$ cat config.mk
export PLATFORM = sky130hd
export DESIGN_NAME = cp0_exception_ctrl
export DESIGN_NICKNAME = d
export VERILOG_FILES = /design/src/rtl/cp0_exception_ctrl.sv
export SDC_FILE = /design/constraint.sdc
export NUM_CORES = 1
export LEC_CHECK = 0
export CORE_AREA = 4 4 111 113
export CTS_BUF_LIST = sky130_fd_sc_hd__clkbuf_4 sky130_fd_sc_hd__clkbuf_8 sky130_fd_sc_hd__clkbuf_16
export DETAILED_ROUTE_END_ITERATION = 16
export DIE_AREA = 0 0 115 117
export GPL_ROUTABILITY_DRIVEN = 0
export MAX_ROUTING_LAYER = met4
export PLACE_DENSITY = 0.9
export SLEW_MARGIN = 20
export SYNTH_ARGS = -nofsm -noshare
export SYNTH_HDL_FRONTEND = slang
export SYNTH_SLANG_ARGS = --single-unit
$ cat constraint.sdc
create_clock -name clk -period 3.3 [get_ports clk]
set_input_delay 0.99 -clock clk [delete_from_list [all_inputs] [get_ports clk]]
set_output_delay 0.99 -clock clk [all_outputs]
set_load 0.02 [all_outputs]
$ cat src/rtl/cp0_exception_ctrl.sv
// Coprocessor-0 exception controller at the MEM stage: Status/Cause/EPC/BadVAddr
// registers, exception/interrupt arbitration, ERET and MTC0/MFC0. Timer under CP0_TIMER_EN.
module cp0_exception_ctrl #(
    parameter logic [31:0] RESET_STATUS = 32'h0000_FF00,
    parameter int unsigned HW_INT_NUM   = 6
) (
    input  logic                  clk,
    input  logic                  reset,
    input  logic                  i_MEM_valid,
    input  logic [31:0]           i_MEM_pc,
    input  logic                  i_MEM_in_delay_slot,
    input  logic                  i_MEM_exc_valid,
    input  logic [4:0]            i_MEM_exc_cause,
    input  logic [31:0]           i_MEM_bad_vaddr,
    input  logic                  i_MEM_is_eret,
    input  logic                  i_MEM_cp0_we,
    input  logic [4:0]            i_MEM_cp0_addr,
    input  logic [31:0]           i_MEM_cp0_wdata,
    input  logic [HW_INT_NUM-1:0] i_hw_int,
    output logic                  o_answer_exc,
    output logic [4:0]            o_MEM_exception_cause,
    output logic [31:0]           o_MEM_epc_value,
    output logic [31:0]           o_cp0_rdata,
    output logic                  o_flush
);

    localparam logic [4:0] EXC_INT  = 5'd0;
    localparam logic [4:0] EXC_ADEL = 5'd4;
    localparam logic [4:0] EXC_ADES = 5'd5;

    localparam logic [4:0] REG_BADVADDR = 5'd8;
    localparam logic [4:0] REG_COUNT    = 5'd9;
    localparam logic [4:0] REG_COMPARE  = 5'd11;
    localparam logic [4:0] REG_STATUS   = 5'd12;
    localparam logic [4:0] REG_CAUSE    = 5'd13;
    localparam logic [4:0] REG_EPC      = 5'd14;

    logic [7:0]  r_im;
    logic        r_exl;
    logic        r_ie;
    logic        r_bd;
    logic [1:0]  r_ip_sw;
    logic [5:0]  r_ip_hw;
    logic [4:0]  r_exc_code;
    logic [31:0] r_epc;
    logic [31:0] r_badvaddr;

    logic        w_timer_int;
    logic [31:0] w_count_rd;
    logic [31:0] w_compare_rd;
    logic [7:0]  w_ip;
    logic        w_int_pend;
    logic        w_take_exc;
    logic        w_take_int;
    logic        w_answer;
    logic [4:0]  w_cause_sel;
    logic        w_eret;
    logic        w_mtc0;
    logic [31:0] w_status;
    logic [31:0] w_cause;

    // Timer interrupt appears on IP[15] alongside the highest hardware line
    assign w_ip       = {r_ip_hw[5] | w_timer_int, r_ip_hw[4:0], r_ip_sw};
    assign w_int_pend = r_ie & ~r_exl & (|(w_ip & r_im));

    assign w_take_exc  = i_MEM_valid & i_MEM_exc_valid;
    assign w_take_int  = i_MEM_valid & w_int_pend & ~i_MEM_exc_valid;
    assign w_answer    = w_take_exc | w_take_int;
    assign w_cause_sel = w_take_exc ? i_MEM_exc_cause : EXC_INT;
    assign w_eret      = i_MEM_valid & i_MEM_is_eret & ~w_answer;
    assign w_mtc0      = i_MEM_valid & i_MEM_cp0_we & ~w_answer;

    assign w_status = {16'h0000, r_im, 6'b000000, r_exl, r_ie};
    assign w_cause  = {r_bd, 15'h0000, w_ip, 1'b0, r_exc_code, 2'b00};

    // Event outputs are forced low while reset is held
    assign o_answer_exc          = ~reset & w_answer;
    assign o_MEM_exception_cause = (~reset & w_answer) ? w_cause_sel : 5'd0;
    assign o_flush               = ~reset & (w_answer | w_eret);
    assign o_MEM_epc_value       = reset ? 32'h0000_0000 : r_epc;

    always_comb begin
        o_cp0_rdata = 32'h0000_0000;
        case (i_MEM_cp0_addr)
            REG_BADVADDR: o_cp0_rdata = r_badvaddr;
            REG_COUNT:    o_cp0_rdata = w_count_rd;
            REG_COMPARE:  o_cp0_rdata = w_compare_rd;
            REG_STATUS:   o_cp0_rdata = w_status;
            REG_CAUSE:    o_cp0_rdata = w_cause;
            REG_EPC:      o_cp0_rdata = r_epc;
            default:      o_cp0_rdata = 32'h0000_0000;
        endcase
    end

    // Status, Cause, EPC and BadVAddr update
    always_ff @(posedge clk) begin
        if (reset) begin
            r_im       <= RESET_STATUS[15:8];
            r_exl      <= RESET_STATUS[1];
            r_ie       <= RESET_STATUS[0];
            r_bd       <= 1'b0;
            r_ip_sw    <= 2'b00;
            r_ip_hw    <= 6'b000000;
            r_exc_code <= 5'd0;
            r_epc      <= 32'h0000_0000;
            r_badvaddr <= 32'h0000_0000;
        end else begin
            r_ip_hw <= 6'(i_hw_int);
            if (w_answer) begin
                r_exl      <= 1'b1;
                r_exc_code <= w_cause_sel;
                if (!r_exl) begin
                    r_epc <= i_MEM_in_delay_slot ? (i_MEM_pc - 32'd4) : i_MEM_pc;
                    r_bd  <= i_MEM_in_delay_slot;
                end
                if (w_take_exc && (i_MEM_exc_cause == EXC_ADEL || i_MEM_exc_cause == EXC_ADES)) begin
                    r_badvaddr <= i_MEM_bad_vaddr;
                end
            end else begin
                if (w_eret) begin
                    r_exl <= 1'b0;
                end
                if (w_mtc0) begin
                    case (i_MEM_cp0_addr)
                        REG_STATUS: begin
                            r_im  <= i_MEM_cp0_wdata[15:8];
                            r_exl <= i_MEM_cp0_wdata[1];
                            r_ie  <= i_MEM_cp0_wdata[0];
                        end
                        REG_CAUSE: r_ip_sw <= i_MEM_cp0_wdata[9:8];
                        REG_EPC:   r_epc   <= i_MEM_cp0_wdata;
                        default: ;
                    endcase
                end
            end
        end
    end

`ifdef CP0_TIMER_EN
    logic [31:0] r_count;
    logic [31:0] r_compare;
    logic        r_tick;
    logic        r_timer_int;
    logic [31:0] w_count_inc;
    logic        w_wr_count;
    logic        w_wr_compare;

    assign w_count_inc  = r_count + 32'd1;
    assign w_wr_count   = w_mtc0 & (i_MEM_cp0_addr == REG_COUNT);
    assign w_wr_compare = w_mtc0 & (i_MEM_cp0_addr == REG_COMPARE);

    // Count advances every second cycle; a match after an increment sets the sticky flag
    always_ff @(posedge clk) begin
        if (reset) begin
            r_count     <= 32'h0000_0000;
            r_compare   <= 32'h0000_0000;
            r_tick      <= 1'b0;
            r_timer_int <= 1'b0;
        end else begin
            r_tick <= ~r_tick;
            if (w_wr_count) begin
                r_count <= i_MEM_cp0_wdata;
            end else if (r_tick) begin
                r_count <= w_count_inc;
            end
            if (w_wr_compare) begin
                r_compare   <= i_MEM_cp0_wdata;
                r_timer_int <= 1'b0;
            end else if (r_tick && !w_wr_count && (w_count_inc == r_compare)) begin
                r_timer_int <= 1'b1;
            end
        end
    end

    assign w_timer_int  = r_timer_int;
    assign w_count_rd   = r_count;
    assign w_compare_rd = r_compare;
`else
    assign w_timer_int  = 1'b0;
    assign w_count_rd   = 32'h0000_0000;
    assign w_compare_rd = 32'h0000_0000;
`endif

endmodule

---- After elaboration in Yosys (flattened, before gate mapping) ----
Cells that the tools add are included.
W data, S select, Z words.
operators by class
  bitwise gates (word level) .............. 18
  reductions and logical operators ........ 10
  multiplexer cells ....................... 13
  add/sub/neg operators ................... 1
  equal/unequal tests ..................... 7
operators with widths
  kind                     number
  $mux W32                 6
  $pmux W32 S4             1
  $sub A32 B3 Y32 const B  1
  $eq A5 B4 Y1 const B     4
  $and A1 B1 Y1            11
  $eq A5 B3 Y1 const B     2
  $mux W5                  2
  $reduce_and A3 Y1        3
  $and A8 B8 Y8            1
  $reduce_or A8 Y1         1
  $mux W1                  4
  $not A1 Y1               4
  $reduce_and A2 Y1        2
  $reduce_bool A2 Y1       2
  $ne A2 B2 Y1 const B     1
  $or A1 B1 Y1             2
  $logic_and A1 B1 Y1      1
  $logic_or A1 B1 Y1       1
word-level totals
  register bits after elaboration ......... 88
  output and inout port bits .............. 71
  word-level logic and storage cells ...... 58

---- Longest topological paths before layout ----
  depth in word-level cells ............... 12
  gate-level depth with buffers ........... 8

---- Worst setup path after synthesis ----
No wires, ideal clock.
  path type ............................... input port to output port
  start ................................... input i_MEM_cp0_addr[4]
  end ..................................... output o_cp0_rdata[2]
  cell stages on the path ................. 5
  data arrival time ....................... 2.169 ns
  path buffers ............................ 1
  slack ................................... 0.141 ns
  cell sequence ........................... nand2b_1 nor4_1 clkbuf_1 a22oi_1 nand2_1
between the ends
  longest elaborated chain between the ends .. 2
ends and longest elaborated chain
  what                RTL line  RTL
  start: declaration  17        input logic [4:0] i_MEM_cp0_addr,
  $eq A5 B4 Y1        84        case (i_MEM_cp0_addr)
  $pmux W32 S4 (*)    84
  end: declaration    23        output logic [31:0] o_cp0_rdata,
Mark *: on every way between the ends. The rest lies on a longest branch, timed or not.

---- Final worst setup path ----
  start ................................... input i_MEM_cp0_addr[4]
  end ..................................... output o_cp0_rdata[8]
The elaborated chain is that of the path after synthesis.

==> metrics.md <==
| Metric | Value |
|---|---|
| Wire length of the first global-routing pass | 29.1 mm |
| Synthesized net count | roughly 750 |
| Multi-input combinational cell area | approximately 0.0030 mm² |
| Critical path data required time | 2.31 ns |
| Power dissipated by switching net loads | about 0.0007 W |
| Worst ir drop on vdd | 0.228 mV |
| Area of the mapped netlist | between 0.004 and 0.005 mm² |
| Buffers and inverters on the worst path | 5 |
| Synth unique cells | 66 |
| Worst hold slack | around 0.46 ns |
| Slew of the pin with the lowest slew margin | approximately 0.48 ns |
| Crit path max fanout | 4 |
| Worst min-delay path class | flip-flop to flip-flop |
| Synth-to-Final Area Change | 54.4% |
| Cell Area, Placed | roughly 0.0073 mm² |
| Nets | a little under 1000 |
| Clock sinks | 88 |
| Num rows | 39 |
| Critical-path cell list | clkbuf_2, nand2b_4, buf_4, buf_4, nor3_4, buf_2, a22oi_1, nand2_1, buf_4 |
| Die outline width | ~120 µm |
| First DRT Iteration DRCs | between 300 and 400 |
| Area share of the leading cell type in the synthesized netlist | 0.354 |
| CTS tree | done |
| Final critical-path required period | 3.26 ns |
| Share of async-settable or async-resettable flops after synthesis | 0 |
| Clock insertion delay at the later pin of the skew report | roughly 0.33 ns |
| Seq. cell area | roughly 0.0018 mm² |
| Proportion of power drawn by combinational gates | 0.192 |
| Number of buffers created by CTS | 9 |
| Antenna Nets Post-Route | 0 |
| Number of antenna diodes | 0 |
| Number of antenna violations at the first check in global routing | 0 |
| Total Die Area | 0.0135 mm² |
| Highest achievable clock rate | about 310 MHz |
| Commonest register cell after synthesis | sky130_fd_sc_hd__dfxtp_1 |
| Final cell utilization of the core | 0.679 |
| Area inside the core boundary | about 0.011 mm² |
| Most area-hungry cell type in the Yosys netlist | sky130_fd_sc_hd__dfxtp_1 |
| Max capacitance violation total | 0 |
| Inst Count DP | slightly below 1000 |
| Reg power frac | 0.424 |
| Average instance area after synthesis | between 7 and 8 µm² |
| Synth warnings | 0 |
| Vias in the first global route | between 5000 and 6000 |
| Average wire per standard cell | 19.4 µm |
| Internal cell power | a little under 0.002 W |
| Die Ht | 117 µm |
| Final total power | ~0.0026 W |
| Synth area leaders | sky130_fd_sc_hd__dfxtp_1 35%, sky130_fd_sc_hd__nand2_1 8.9%, sky130_fd_sc_hd__a21oi_1 5.1% |
| All-layer global routing usage | 0.282 |
| Cell family with most CP delay | buffers and inverters |
| Number of synthesized flops with an enable pin | 0 |
| Clk buf depth | 2 |
| Endpoint arrival time on the critical path | ~2.3 ns |
| Post-detail-place hpwl | roughly 14 mm |
| Buffers on Ports | about 190 |
| Max-Slew Margin vs Limit | 0.678 |
| Crit Path Class | input port to output pin |
| Most frequent cell on the critical path | sky130_fd_sc_hd__buf_4 |
| Proportion of total power due to net switching | 0.260 |
| Grt total ovfl | 0 |
| Hold-fix buffers at CTS | 0 |
| Register area share after synthesis | 0.354 |
| Highest-delay cell along the critical path | sky130_fd_sc_hd__nor3_4 |
| Layout cell share with drive strength beyond 1 | 0.183 |
| Wire length after detailed routing | just under 20 mm |
| Worst stage delay on the critical path | 0.25 ns |
| Kind of start point of the critical path | input port |
| Top-Level Pins | 190 |
| Gate count after technology mapping | roughly 630 |
| Critical path endpoint category | output pin |
| Non-filler instance count after layout | approximately 990 |
| DRC violations left | 0 |
| Post-route fraction of the period consumed by the critical path | 0.987 |
| Post-route standard cell area excluding fillers | ~0.0077 mm² |
| Clock Tree Root | sky130_fd_sc_hd__clkbuf_16 |
| Number of register bits inferred by synthesis | between 80 and 90 |
| Initial DRT Pass Iterations | 6 |
| Maximum number of pins on one net before global-route repair | 27 |
| Clk_skew | between 0.007 and 0.008 ns |
| Starting Density | 0.440 |
| Outcome | finished, final reports clean |
| Reg clk slew, reported paths | about 0.060 ns |
| Final-report max-slew violation count | 0 |
| Via count normalized by instance count | roughly 5.7 |
| Share of total power in the clock network | 0.384 |
| Count of filler cells inserted in the layout | about 900 |
| Hold violation count in the final report | 0 |
| Leakage power total | about 3.0 nW |
| H-tree level count | 3 |
| Power density cells | approximately 340 mW/mm² |
| Setup violators final | 0 |
| Detailed-route via count | between 5000 and 6000 |
-- synth_stat cells (3+ instances only) --
cell type,instances
sky130_fd_sc_hd__nand2_1,118
sky130_fd_sc_hd__dfxtp_1,88
sky130_fd_sc_hd__a21oi_1,51
sky130_fd_sc_hd__nor2_1,48
sky130_fd_sc_hd__nor2b_1,39
sky130_fd_sc_hd__clkbuf_1,29
sky130_fd_sc_hd__a22oi_1,26
sky130_fd_sc_hd__nor3_1,24
sky130_fd_sc_hd__a22o_1,17
sky130_fd_sc_hd__buf_2,12
sky130_fd_sc_hd__nor4_1,12
sky130_fd_sc_hd__xor2_1,11
sky130_fd_sc_hd__nand4_1,10
sky130_fd_sc_hd__a221o_1,8
sky130_fd_sc_hd__mux2i_1,8
sky130_fd_sc_hd__o2bb2ai_1,8
sky130_fd_sc_hd__o31ai_1,8
sky130_fd_sc_hd__inv_1,7
sky130_fd_sc_hd__o31a_1,7
sky130_fd_sc_hd__and3_1,6
sky130_fd_sc_hd__a21o_1,5
sky130_fd_sc_hd__buf_4,5
sky130_fd_sc_hd__nand3_1,5
sky130_fd_sc_hd__o211ai_1,5
sky130_fd_sc_hd__xnor2_1,5
sky130_fd_sc_hd__and2_1,4
sky130_fd_sc_hd__nand2b_1,4
sky130_fd_sc_hd__a211oi_1,3
sky130_fd_sc_hd__a311oi_1,3
sky130_fd_sc_hd__buf_6,3
sky130_fd_sc_hd__nand3b_1,3
sky130_fd_sc_hd__nand4b_1,3
sky130_fd_sc_hd__or4_1,3
-- cells by family after synthesis --
logic type | Yosys count | share of synthesized area
AND/OR/NAND/NOR | 301 | 0.310
buffers and inverters | 57 | 0.0543
multiplexers | 8 | 0.0161
AO/OA/AOI/OAI | 158 | 0.236
adder cells (fa/ha/maj) | 1 | 0.00251
XOR/XNOR | 16 | 0.0281
flip-flops | 88 | 0.354
-- power by group through the flow --
| stage | sequential, W | combinational, W | clock, W |
|---|---|---|---|
| after global routing | 0.00112 | 0.000543 | 0.00108 |
| after global placement | 0.00114 | 0.000485 | 0 |
| final | 0.00112 | 0.000509 | 0.00102 |
| after floorplan | 0.00113 | 0.000202 | 0 |
| after detailed placement | 0.00114 | 0.000492 | 0 |
| after CTS | 0.00112 | 0.000502 | 0.00103 |
-- layout by cell type, fill, tap and decap left out, drive strengths merged, types with 9 or more instances in the layout --
| master | instances |
|---|---|
| nand4 | 11 |
| nor4 | 16 |
| xor2 | 11 |
| nor2b | 39 |
| clkdlybuf4s50 | 143 |
| clkbuf | 16 |
| a22oi | 26 |
| nor3 | 25 |
| a22o | 17 |
| dfxtp | 88 |
| nand2 | 120 |
| buf | 104 |
| nor2 | 49 |
| a21oi | 51 |
| o31ai | 9 |
-- state kept, by name (all words and copies together) (netlist names) --
signal and cells:
r_exl 1, r_ip_sw 2, r_epc 32, r_bd 1, r_ip_hw 6, r_exc_code 5
r_im 8, r_ie 1, r_badvaddr 32
-- through the flow --
stage          worst slack (ns)    TNS, ns
2_1_floorplan             0.141          0
3_3_place_gp             -0.625     -20.61
3_5_place_dp             -0.693     -22.77
4_1_cts                 0.00252          0
5_1_grt               -0.000939  -0.000939
6_report                 0.0440          0
-- layer usage --
metal	part of all wire	wire length, µm	track usage
met1	0.42	8070	0.350
met2	0.48	9250	0.466
met3	0.079	1530	0.0530
met4	0.021	403	0.0900
met5	0	0	-
-- timing repair --
action / in CTS / in global routing
setup endpoints to repair: 39 / 39
setup buffers: 3 / 1
resized for setup: 182 / 26
gates cloned: 3 / 2
pin swaps: 4 / 7
-- final timing paths --
path	start	to	slack, ns	cells past startpoint
min reg2reg	r_exc_code[1]	r_exc_code[1]	0.46	1
min	r_exc_code[1]	r_exc_code[1]	0.46	1
max	i_MEM_cp0_addr[4]	o_cp0_rdata[8]	0.04	9
max reg2reg	r_im[4]	r_epc[19]	1.21	7
-- layout make-up --
type                            instances  share of cell area
Clock buffer                           10              0.0303
Multi-Input combinational cell        484               0.396
Clock inverter                          5             0.00765
Timing Repair Buffer                  254               0.310
Tap cell                              143              0.0233
Sequential cell                        88               0.229
Inverter                                7             0.00342
(Power assumes the default switching activity.)
